[src/rtl/regsel_pkg.sv]
`default_nettype none
// ============================================================================
// Module      : regsel_pkg
// Description : Shared encodings for the sequenced register selector:
//               transfer commands, OE/load index source selects, FSM states,
//               and helpers telling which indices a command uses.
// Revision    : 1.0 - initial release
// ============================================================================
package regsel_pkg;

  // Transfer commands
  localparam logic [1:0] CMD_NOP       = 2'd0;
  localparam logic [1:0] CMD_OE_ONLY   = 2'd1;
  localparam logic [1:0] CMD_LOAD_ONLY = 2'd2;
  localparam logic [1:0] CMD_MOVE      = 2'd3;

  // OE index sources
  localparam logic [1:0] OE_SRC_USEQ = 2'd0;
  localparam logic [1:0] OE_SRC_OP0  = 2'd1;
  localparam logic [1:0] OE_SRC_OP1  = 2'd2;
  localparam logic [1:0] OE_SRC_OP2  = 2'd3;

  // Load index sources
  localparam logic LOAD_SRC_USEQ = 1'b0;
  localparam logic LOAD_SRC_OP0  = 1'b1;

  typedef enum logic [1:0] {
    IDLE   = 2'd0,
    DRIVE  = 2'd1,
    STROBE = 2'd2
  } state_t;

  function automatic logic cmdUsesOe(input logic [1:0] cmd);
    return (cmd == CMD_OE_ONLY) || (cmd == CMD_MOVE);
  endfunction

  function automatic logic cmdUsesLoad(input logic [1:0] cmd);
    return (cmd == CMD_LOAD_ONLY) || (cmd == CMD_MOVE);
  endfunction

endpackage
`default_nettype wire

[src/rtl/regsel_decoder.sv]
`default_nettype none
// ============================================================================
// Module      : regsel_decoder
// Description : Index to active-low one-hot decoder. All ones when disabled.
//               Index values >= REG_COUNT match no bit.
// Ports       : enable    in  1          decode enable
//               index     in  SEL_W      register index
//               notOneHot out REG_COUNT  active-low one-hot vector
// Revision    : 1.0 - initial release
// ============================================================================
module regsel_decoder #(
  parameter int REG_COUNT = 8,
  parameter int SEL_W     = $clog2(REG_COUNT)
) (
  input  logic                 enable,
  input  logic [SEL_W-1:0]     index,
  output logic [REG_COUNT-1:0] notOneHot
);

  for (genvar i = 0; i < REG_COUNT; i++) begin : g_bit
    assign notOneHot[i] = ~(enable && (index == SEL_W'(i)));
  end

endmodule
`default_nettype wire

[src/rtl/regsel_seq.sv]
`default_nettype none
// ============================================================================
// Module      : regsel_seq
// Description : Sequenced register selector. Muxes an OE index and a load
//               index from their sources, checks them against REG_COUNT and
//               runs IDLE -> DRIVE (bus settle) -> STROBE, driving registered
//               active-low one-hot OE/load strobes to the register file.
// Ports       : clock, reset               clock / sync active-high reset
//               start, cmd                 transfer request and command
//               oeSourceSel, loadSourceSel index source selects
//               useqRegSelOE, useqRegSelLoad, op0, op1, op2  candidate indices
//               regNotOEs, regNotLoads     active-low one-hot strobes
//               busy, done, err            status / handshake
// Revision    : 1.0 - initial release
// ============================================================================
module regsel_seq
  import regsel_pkg::*;
#(
  parameter int REG_COUNT     = 8,
  parameter int SEL_W         = $clog2(REG_COUNT),
  parameter int SETTLE_CYCLES = 1
) (
  input  logic                 clock,
  input  logic                 reset,
  input  logic                 start,
  input  logic [1:0]           cmd,
  input  logic [1:0]           oeSourceSel,
  input  logic                 loadSourceSel,
  input  logic [SEL_W-1:0]     useqRegSelOE,
  input  logic [SEL_W-1:0]     useqRegSelLoad,
  input  logic [SEL_W-1:0]     op0,
  input  logic [SEL_W-1:0]     op1,
  input  logic [SEL_W-1:0]     op2,
  output logic [REG_COUNT-1:0] regNotOEs,
  output logic [REG_COUNT-1:0] regNotLoads,
  output logic                 busy,
  output logic                 done,
  output logic                 err
);

  localparam int CNT_W = (SETTLE_CYCLES > 1) ? $clog2(SETTLE_CYCLES) : 1;
  localparam logic [CNT_W-1:0] c_cntLoad = CNT_W'(SETTLE_CYCLES - 1);

  state_t               r_state, w_nextState;
  logic [CNT_W-1:0]     r_cnt, w_cntNext;
  logic [SEL_W-1:0]     r_oeIdx, r_loadIdx;
  logic [1:0]           r_cmd;
  logic [REG_COUNT-1:0] r_notOEs, r_notLoads;
  logic                 r_done, r_err;

  logic [SEL_W-1:0]     w_muxOeIdx, w_muxLoadIdx;
  logic                 w_oeValid, w_loadValid, w_reject;
  logic                 w_capture, w_err;
  logic [1:0]           w_effCmd;
  logic [SEL_W-1:0]     w_effOeIdx, w_effLoadIdx;
  logic                 w_oeEn, w_loadEn;
  logic [REG_COUNT-1:0] w_oeVec, w_loadVec;

  // ---------------- source muxes ----------------
  always_comb begin
    w_muxOeIdx = useqRegSelOE;
    case (oeSourceSel)
      OE_SRC_USEQ: w_muxOeIdx = useqRegSelOE;
      OE_SRC_OP0:  w_muxOeIdx = op0;
      OE_SRC_OP1:  w_muxOeIdx = op1;
      OE_SRC_OP2:  w_muxOeIdx = op2;
      default:     w_muxOeIdx = useqRegSelOE;
    endcase
  end

  assign w_muxLoadIdx = (loadSourceSel == LOAD_SRC_OP0) ? op0 : useqRegSelLoad;

  // ---------------- index validity ----------------
  // With a power-of-two register count every encodable index is in range.
  if ((1 << SEL_W) == REG_COUNT) begin : g_fullRange
    assign w_oeValid   = 1'b1;
    assign w_loadValid = 1'b1;
  end else begin : g_partialRange
    localparam logic [SEL_W:0] c_regLimit = (SEL_W + 1)'(REG_COUNT);
    assign w_oeValid   = {1'b0, w_muxOeIdx}   < c_regLimit;
    assign w_loadValid = {1'b0, w_muxLoadIdx} < c_regLimit;
  end

  // Only the indices the command actually uses can cause a rejection.
  assign w_reject = (cmdUsesOe(cmd)   && !w_oeValid) ||
                    (cmdUsesLoad(cmd) && !w_loadValid);

  // ---------------- FSM next state ----------------
  always_comb begin
    w_nextState = r_state;
    w_cntNext   = r_cnt;
    w_capture   = 1'b0;
    w_err       = 1'b0;
    case (r_state)
      IDLE: begin
        if (start) begin
          w_capture = 1'b1;
          if (w_reject) begin
            w_err = 1'b1;
          end else begin
            case (cmd)
              CMD_OE_ONLY, CMD_MOVE: begin
                w_nextState = DRIVE;
                w_cntNext   = c_cntLoad;
              end
              CMD_LOAD_ONLY: w_nextState = STROBE;
              default:       w_nextState = IDLE;
            endcase
          end
        end
      end
      DRIVE: begin
        if (r_cnt != '0) begin
          w_cntNext = r_cnt - CNT_W'(1);
        end else begin
          w_nextState = STROBE;
        end
      end
      STROBE:  w_nextState = IDLE;
      default: w_nextState = IDLE;
    endcase
  end

  // Strobes are registered, so they are decoded from the state being entered
  // and from the indices that will be held there (fresh on capture).
  assign w_effCmd     = w_capture ? cmd          : r_cmd;
  assign w_effOeIdx   = w_capture ? w_muxOeIdx   : r_oeIdx;
  assign w_effLoadIdx = w_capture ? w_muxLoadIdx : r_loadIdx;

  assign w_oeEn   = (w_nextState == DRIVE) ||
                    ((w_nextState == STROBE) && cmdUsesOe(w_effCmd));
  assign w_loadEn = (w_nextState == STROBE) && cmdUsesLoad(w_effCmd);

  regsel_decoder #(
    .REG_COUNT (REG_COUNT),
    .SEL_W     (SEL_W)
  ) u_oeDec (
    .enable    (w_oeEn),
    .index     (w_effOeIdx),
    .notOneHot (w_oeVec)
  );

  regsel_decoder #(
    .REG_COUNT (REG_COUNT),
    .SEL_W     (SEL_W)
  ) u_loadDec (
    .enable    (w_loadEn),
    .index     (w_effLoadIdx),
    .notOneHot (w_loadVec)
  );

  // ---------------- registers ----------------
  always_ff @(posedge clock) begin
    if (reset) begin
      r_state    <= IDLE;
      r_cnt      <= '0;
      r_oeIdx    <= '0;
      r_loadIdx  <= '0;
      r_cmd      <= CMD_NOP;
      r_notOEs   <= '1;
      r_notLoads <= '1;
      r_done     <= 1'b0;
      r_err      <= 1'b0;
    end else begin
      r_state    <= w_nextState;
      r_cnt      <= w_cntNext;
      if (w_capture) begin
        r_oeIdx   <= w_muxOeIdx;
        r_loadIdx <= w_muxLoadIdx;
        r_cmd     <= cmd;
      end
      r_notOEs   <= w_oeVec;
      r_notLoads <= w_loadVec;
      r_done     <= (w_nextState == STROBE);
      r_err      <= w_err;
    end
  end

  assign regNotOEs   = r_notOEs;
  assign regNotLoads = r_notLoads;
  assign busy        = (r_state != IDLE);
  assign done        = r_done;
  assign err         = r_err;

endmodule
`default_nettype wire
[config.mk]
export PLATFORM = sky130hd
export DESIGN_NAME = regsel_seq
export DESIGN_NICKNAME = d
export VERILOG_FILES = /design/src/rtl/regsel_pkg.sv /design/src/rtl/regsel_decoder.sv /design/src/rtl/regsel_seq.sv
export SDC_FILE = /design/constraint.sdc
export NUM_CORES = 1
export LEC_CHECK = 0
export CAP_MARGIN = 10
export CORE_UTILIZATION = 42
export CTS_BUF_LIST = sky130_fd_sc_hd__clkbuf_8 sky130_fd_sc_hd__clkbuf_16
export CTS_CLUSTER_SIZE = 28
export DETAILED_ROUTE_END_ITERATION = 8
export GPL_TIMING_DRIVEN = 0
export PLACE_DENSITY = 0.82
export SLEW_MARGIN = 20
export SYNTH_ARGS = -nofsm -noshare
export SYNTH_HDL_FRONTEND = slang
export SYNTH_SLANG_ARGS = --single-unit
export TNS_END_PERCENT = 50
[constraint.sdc]
create_clock -name clock -period 1.95 [get_ports clock]
set_clock_uncertainty 0.1 [all_clocks]
set_input_delay 0.39 -clock clock [delete_from_list [all_inputs] [get_ports clock]]
set_output_delay 0.39 -clock clock [all_outputs]
set_load 0.02 [all_outputs]
==> reports/qor.txt, run 1 <==
die extent in x - 52.4 um
share of cells above drive strength 1 - 21.3%
total track usage - 20.9%
vias in the first global route - 897
DIE AREA - 0.00274 mm^2
Syn Nets - 114
Via density - 5.53
Worst Hold Class - reg -> reg
number of port buffers - 40
Final min period - 1.89 ns
Worst-Skew Late Latency - 0.27 ns
max incr delay on CP - 0.56 ns
first-pass GRT wire length - 4.11 mm
CP max-delay cell - clkdlybuf4s50_1
WHS - 0.370 ns
fin. max-slew vios - 0
met2 wire length - 1.29 mm
H-tree Lvls - 1
clock root buffer - clkbuf_8
sw frac - 25.5%
final antenna diode count - 0
# DRC - 0
TritonCTS clock tree - yes
commonest cells after routing, fill and taps aside - clkdlybuf4s50_1, dfxtp_1, o2111ai_1, nor2_1
met3 WL - 168 um
Synth cell types - 28
area delta synth->final - 53.9%
PD cells - 684 mW/mm^2
yosys warns - 0
Sequential Power Share - 52.1%
crit path launch type - input pin
FF+latch count, synth - 27
worst path arrival time - 1.92 ns
run status - completed
M1 WL - 1.07 mm
total negative setup slack - 0 ns
Max Cap Viol - 0
Critical Path, Cell by Cell - clkdlybuf4s50_1 -> mux4_2 -> mux2i_4 -> nand4_1
Synth top area share - 50.7%
CP Capture Type - flip-flop
FILL cells - 187
hpwl dp - 1.79 mm
final antenna-violating net count - 0
highest routed layer - met4
Placer Congestion - 0.859
most common cell after layout, fill and taps aside - clkdlybuf4s50_1
Setup violations, final - 0
Starting DRT DRC Count - 14
Final Hold Viols - 0
cell area after synthesis - 0.00107 mm^2
fin crit share - 97.0%
CTS Sinks - 27
Remaining Overflow, GRT - 0
Starting Density - 46.4%
CP bufs+invs - 1
WP data required - 1.98 ns
cell class contributing the biggest share of worst-path delay - multiplexers
drt wl/cell - 15.5 um
Post-Route WL - 2.55 mm
pin count of the biggest net entering global routing - 16
initial antenna violation count - 0
fmax - 529 MHz
Syn Area/Cell - 11.7 um^2
DIE HEIGHT - 52.4 um
Worst VDD drop - 0.455 mV
RSZ-0062 raised after global routing - false
row cnt - 17
post-synthesis sequential area ratio - 50.7%
Post-Place Cell Area - 0.00150 mm^2
CTS Hold Buffers Added - 0
critical path type - in -> reg
Layout Nets - 160
sw power - 286 uW
Pre-Repair DR Iteration Count - 4
clk buf depth - 2
leading area contributor after synthesis - dfxtp_1
cells after synthesis - 91
clock buffer count from CTS - 3
DR vias - 907
finished layout cell area - 0.00164 mm^2
Synth area leaders - dfxtp_1, o2111ai_1, mux4_2
static leakage - 0.000591 uW
IO Count - 42
P_int - 836 uW
Logic pwr share - 20.3%
clock-pin transition on the worst setup and hold timing paths - 0.09 ns
CP Max Fanout - 9
clock power share - 27.6%
Core Footprint - 0.00230 mm^2
-- power groups by stage --
stage               clock, uW  sequential [uW]  combinational [uW]
finish                    310              584                 228
global route              337              587                 244
CTS                       316              583                 215
detailed placement          0              592                 193
global placement            0              591                 188
floorplan                   0              596                 105
-- sequential cells by signal, indices dropped and copies added (netlist names) --
name / count
r_loadIdx: 3
regNotLoads: 8
done: 1
r_oeIdx: 3
regNotOEs: 8
r_state: 2
r_cmd: 2
-- final timing paths --
kind                  start  depth (start not counted)  slack, ns      endpoint
min reg2reg        r_cmd[0]                          2       0.37      r_cmd[0]
max reg2reg      r_state[0]                          3       0.27  regNotOEs[7]
max          oeSourceSel[1]                          4       0.06  regNotOEs[0]
min                r_cmd[0]                          2       0.37      r_cmd[0]
-- synth_stat cells --
cell type  number
o2111ai_1       8
mux4_2          3
mux2_2          5
a211oi_2        1
dfxtp_1        27
nor3b_2         1
conb_1          1
nand2_1         5
clkbuf_1        2
inv_1           2
nor3_1          2
nor2_1          7
nand4bb_1       3
nand3b_1        2
mux2i_1         4
and3_2          1
buf_4           1
a211oi_1        2
or2_2           1
and3_1          1
nand4_1         1
buf_6           1
mux2i_2         1
or3b_2          1
nand4b_1        3
nor3b_1         2
a21oi_1         2
or4b_1          1
-- worst min-delay path, stage by stage, from the launching register on --
cell	delay, ns
dfxtp_1	0.32
nand2_1	0.05
a21oi_1	0.06
-- stage by stage --
step                utilization (%)  cells  worst slack, ns  total power (uW)
finish                         71.4    164           0.0580              1120
CTS                            70.0    163           0.0450              1110
global route                   71.4    164          0.00195              1170
detailed placement             65.4    159           -0.479               785
global placement               65.4    159           -0.404               779
floorplan                         -     91            0.219               701
-- logic make-up after synthesis --
group                  share of synthesized area (%)
multiplexers                                    16.7
AND/OR/NAND/NOR                                 19.0
flip-flops                                      50.7
AO/OA/AOI/OAI                                   10.1
buffers and inverters                           3.17
other                                          0.352
-- layout make-up --
type | count | area, um^2 | share of cell area, %
Sequential cell | 27 | 542 | 33.0
Multi-Input combinational cell | 58 | 571 | 34.8
Tap cell | 28 | 35.0 | 2.14
Clock buffer | 3 | 41.3 | 2.52
Clock inverter | 1 | 5.00 | 0.305
Inverter | 2 | 7.51 | 0.458
Timing Repair Buffer | 42 | 417 | 25.4
Buffer | 3 | 22.5 | 1.37
-- layer usage --
metal / vias to the layer above / track usage, %
li1: 434 / -
met1: 433 / 25.2
met4: 0 / 9.65
met3: 2 / 4.93
met5: - / 0
met2: 38 / 34.6
-- timing repair --
item | 4_1_cts | 5_1_grt
pin swaps | 1 | 1
endpoints found under the setup margin | 18 | 8
resized for setup | 11 | 5
buffers inserted | 1 | 1
Note: power is estimated with default switching activity, not from simulation.
==> run 2: changes to the inputs <==
--- a/constraint.sdc
+++ b/constraint.sdc
@@ -4,2 +4,2 @@
 set_output_delay 0.39 -clock clock [all_outputs]
-set_load 0.02 [all_outputs]
+set_load 0.01 [all_outputs]
==> reports/qor.txt, run 2 (same netlist as run 1, synthesis figures left out) <==
# DRC - 0
clock buffer count from CTS - 3
TritonCTS clock tree - yes
pin count of the biggest net entering global routing - 16
vias in the first global route - 897
Post-Place Cell Area - 0.00150 mm^2
r2r worst-path depth - 3
drt wl/cell - 15.6 um
Worst VDD drop - 0.452 mV
PD cells - 684 mW/mm^2
Final min period - 1.90 ns
row cnt - 17
slew at the pin closest to its max-slew limit - 0.502 ns
commonest cells after routing, fill and taps aside - clkdlybuf4s50_1, dfxtp_1, o2111ai_1, nor2_1
IO Count - 42
Hold Path Depth - 2
Critical path origin - cmd[0]
reg2reg start - r_state[0]
CTS Sinks - 27
critical register-to-register path endpoint - regNotOEs[7]
Starting Density - 46.4%
DR vias - 895
fin. max-slew vios - 0
Post-Route WL - 2.56 mm
Via density - 5.46
Multi-input gate area - 563 um^2
worst path arrival time - 1.95 ns
static leakage - 0.000588 uW
die extent in x - 52.4 um
Layout Nets - 160
GR peak layer - met2
finished layout cell area - 0.00164 mm^2
Setup violations, final - 0
area delta synth->final - 53.4%
H-tree Lvls - 1
DIE AREA - 0.00274 mm^2
Final Power - 1120 uW
Core Footprint - 0.00230 mm^2
Max transition margin - 66.5%
GRT met3 Usage - 4.93%
Starting DRT DRC Count - 9
Worst Hold Class - reg -> reg
fmax - 527 MHz
DIE HEIGHT - 52.4 um
number of port buffers - 40
clock-pin transition on the worst setup and hold timing paths - 0.09 ns
critical path type - in -> reg
Worst-Skew Late Latency - 0.27 ns
clk buf depth - 2
Remaining Overflow, GRT - 0
CP Capture Type - flip-flop
met1 Use GR - 25.2%
CP Max Fanout - 8
Final Hold Viols - 0
fin crit share - 97.3%
crit path launch type - input pin
most common cell after layout, fill and taps aside - clkdlybuf4s50_1
end of the critical path - regNotOEs[7]
Pre-Repair DR Iteration Count - 4
Placer Congestion - 0.859
clock root buffer - clkbuf_8
hpwl dp - 1.79 mm
initial antenna violation count - 0
share of cells above drive strength 1 - 22.1%
GR Util met2 - 34.6%
FILL cells - 187
Max Cap Viol - 0
Seq. cell area - 543 um^2
run status - completed
first-pass GRT wire length - 4.11 mm
RSZ-0062 raised after global routing - true
final antenna-violating net count - 0
CTS Hold Buffers Added - 0
reg2reg setup slack - 0.25 ns
total track usage - 20.9%
final antenna diode count - 0
WP data required - 2.00 ns
[run 2: cell count changes in the layout (fill, tap and decap cells not counted)]
cell / previous run / this run
a211oi_4: 2 / 1
dfxtp_1: 26 / 25
a211oi_2: 0 / 1
clkdlybuf4s50_1: 38 / 39
dfxtp_2: 1 / 2
dlygate4sd2_1: 1 / 0
[run 2: area by class of cell]
cell class,instances,share of cell area (%)
clock buffers,3,2.52
repair buffers,42,25.6
plain buffers,3,1.38
flip-flops and latches,27,33.2
inverters,2,0.459
multi-input cells,58,34.4
clock inverters,1,0.306
well taps,28,2.14
[run 2: timing repair]
item                       CTS  global route
setup buffers                1             1
gates resized for setup      9             6
setup endpoints to repair   17             9
pin swaps                    1             1
[run 2: power by group]
group | leakage, uW | total (uW) | internal (uW) | switching (uW)
clock network | 0.0000255 | 312 | 143 | 169
registers | 0.000221 | 584 | 570 | 13.8
logic | 0.000342 | 222 | 123 | 98.8
[run 2: per-stage QoR]
| step | setup WS (ns) | setup TNS, ns | hold slack, ns | utilization [%] | instances |
|---|---|---|---|---|---|
| floorplan | 0.219 | 0 | 0.336 | - | 91 |
| detailed placement | -0.479 | -7.63 | 0.349 | 65.4 | 159 |
| global placement | -0.404 | -6.61 | 0.347 | 65.4 | 159 |
| finish | 0.0518 | 0 | 0.369 | 71.2 | 164 |
| CTS | 0.0209 | 0 | 0.362 | 70.0 | 163 |
| global route | -0.00546 | -0.00546 | 0.394 | 71.2 | 164 |
[run 2: worst min path at each step]
stage | from | end | slack [ns]
2_1_floorplan | r_cmd[0] | r_cmd[0] | 0.34
3_3_place_gp | r_cmd[0] | r_cmd[0] | 0.35
3_5_place_dp | r_cmd[0] | r_cmd[0] | 0.35
4_1_cts | r_cmd[0] | r_cmd[0] | 0.36
5_1_grt | r_cmd[0] | r_cmd[0] | 0.39
6_report | r_cmd[0] | r_cmd[0] | 0.37
[run 2: critical path: stages]
cell             delay, ns
clkdlybuf4s50_1       0.52
nand3b_1              0.11
a211oi_2              0.47
or4b_1                0.47
[run 2: layer usage]
metal,vias to the layer above,part of all wire (%)
li1,434,-
met1,419,44
met2,37,49
met3,5,6.5
met4,0,1.1
met5,-,0
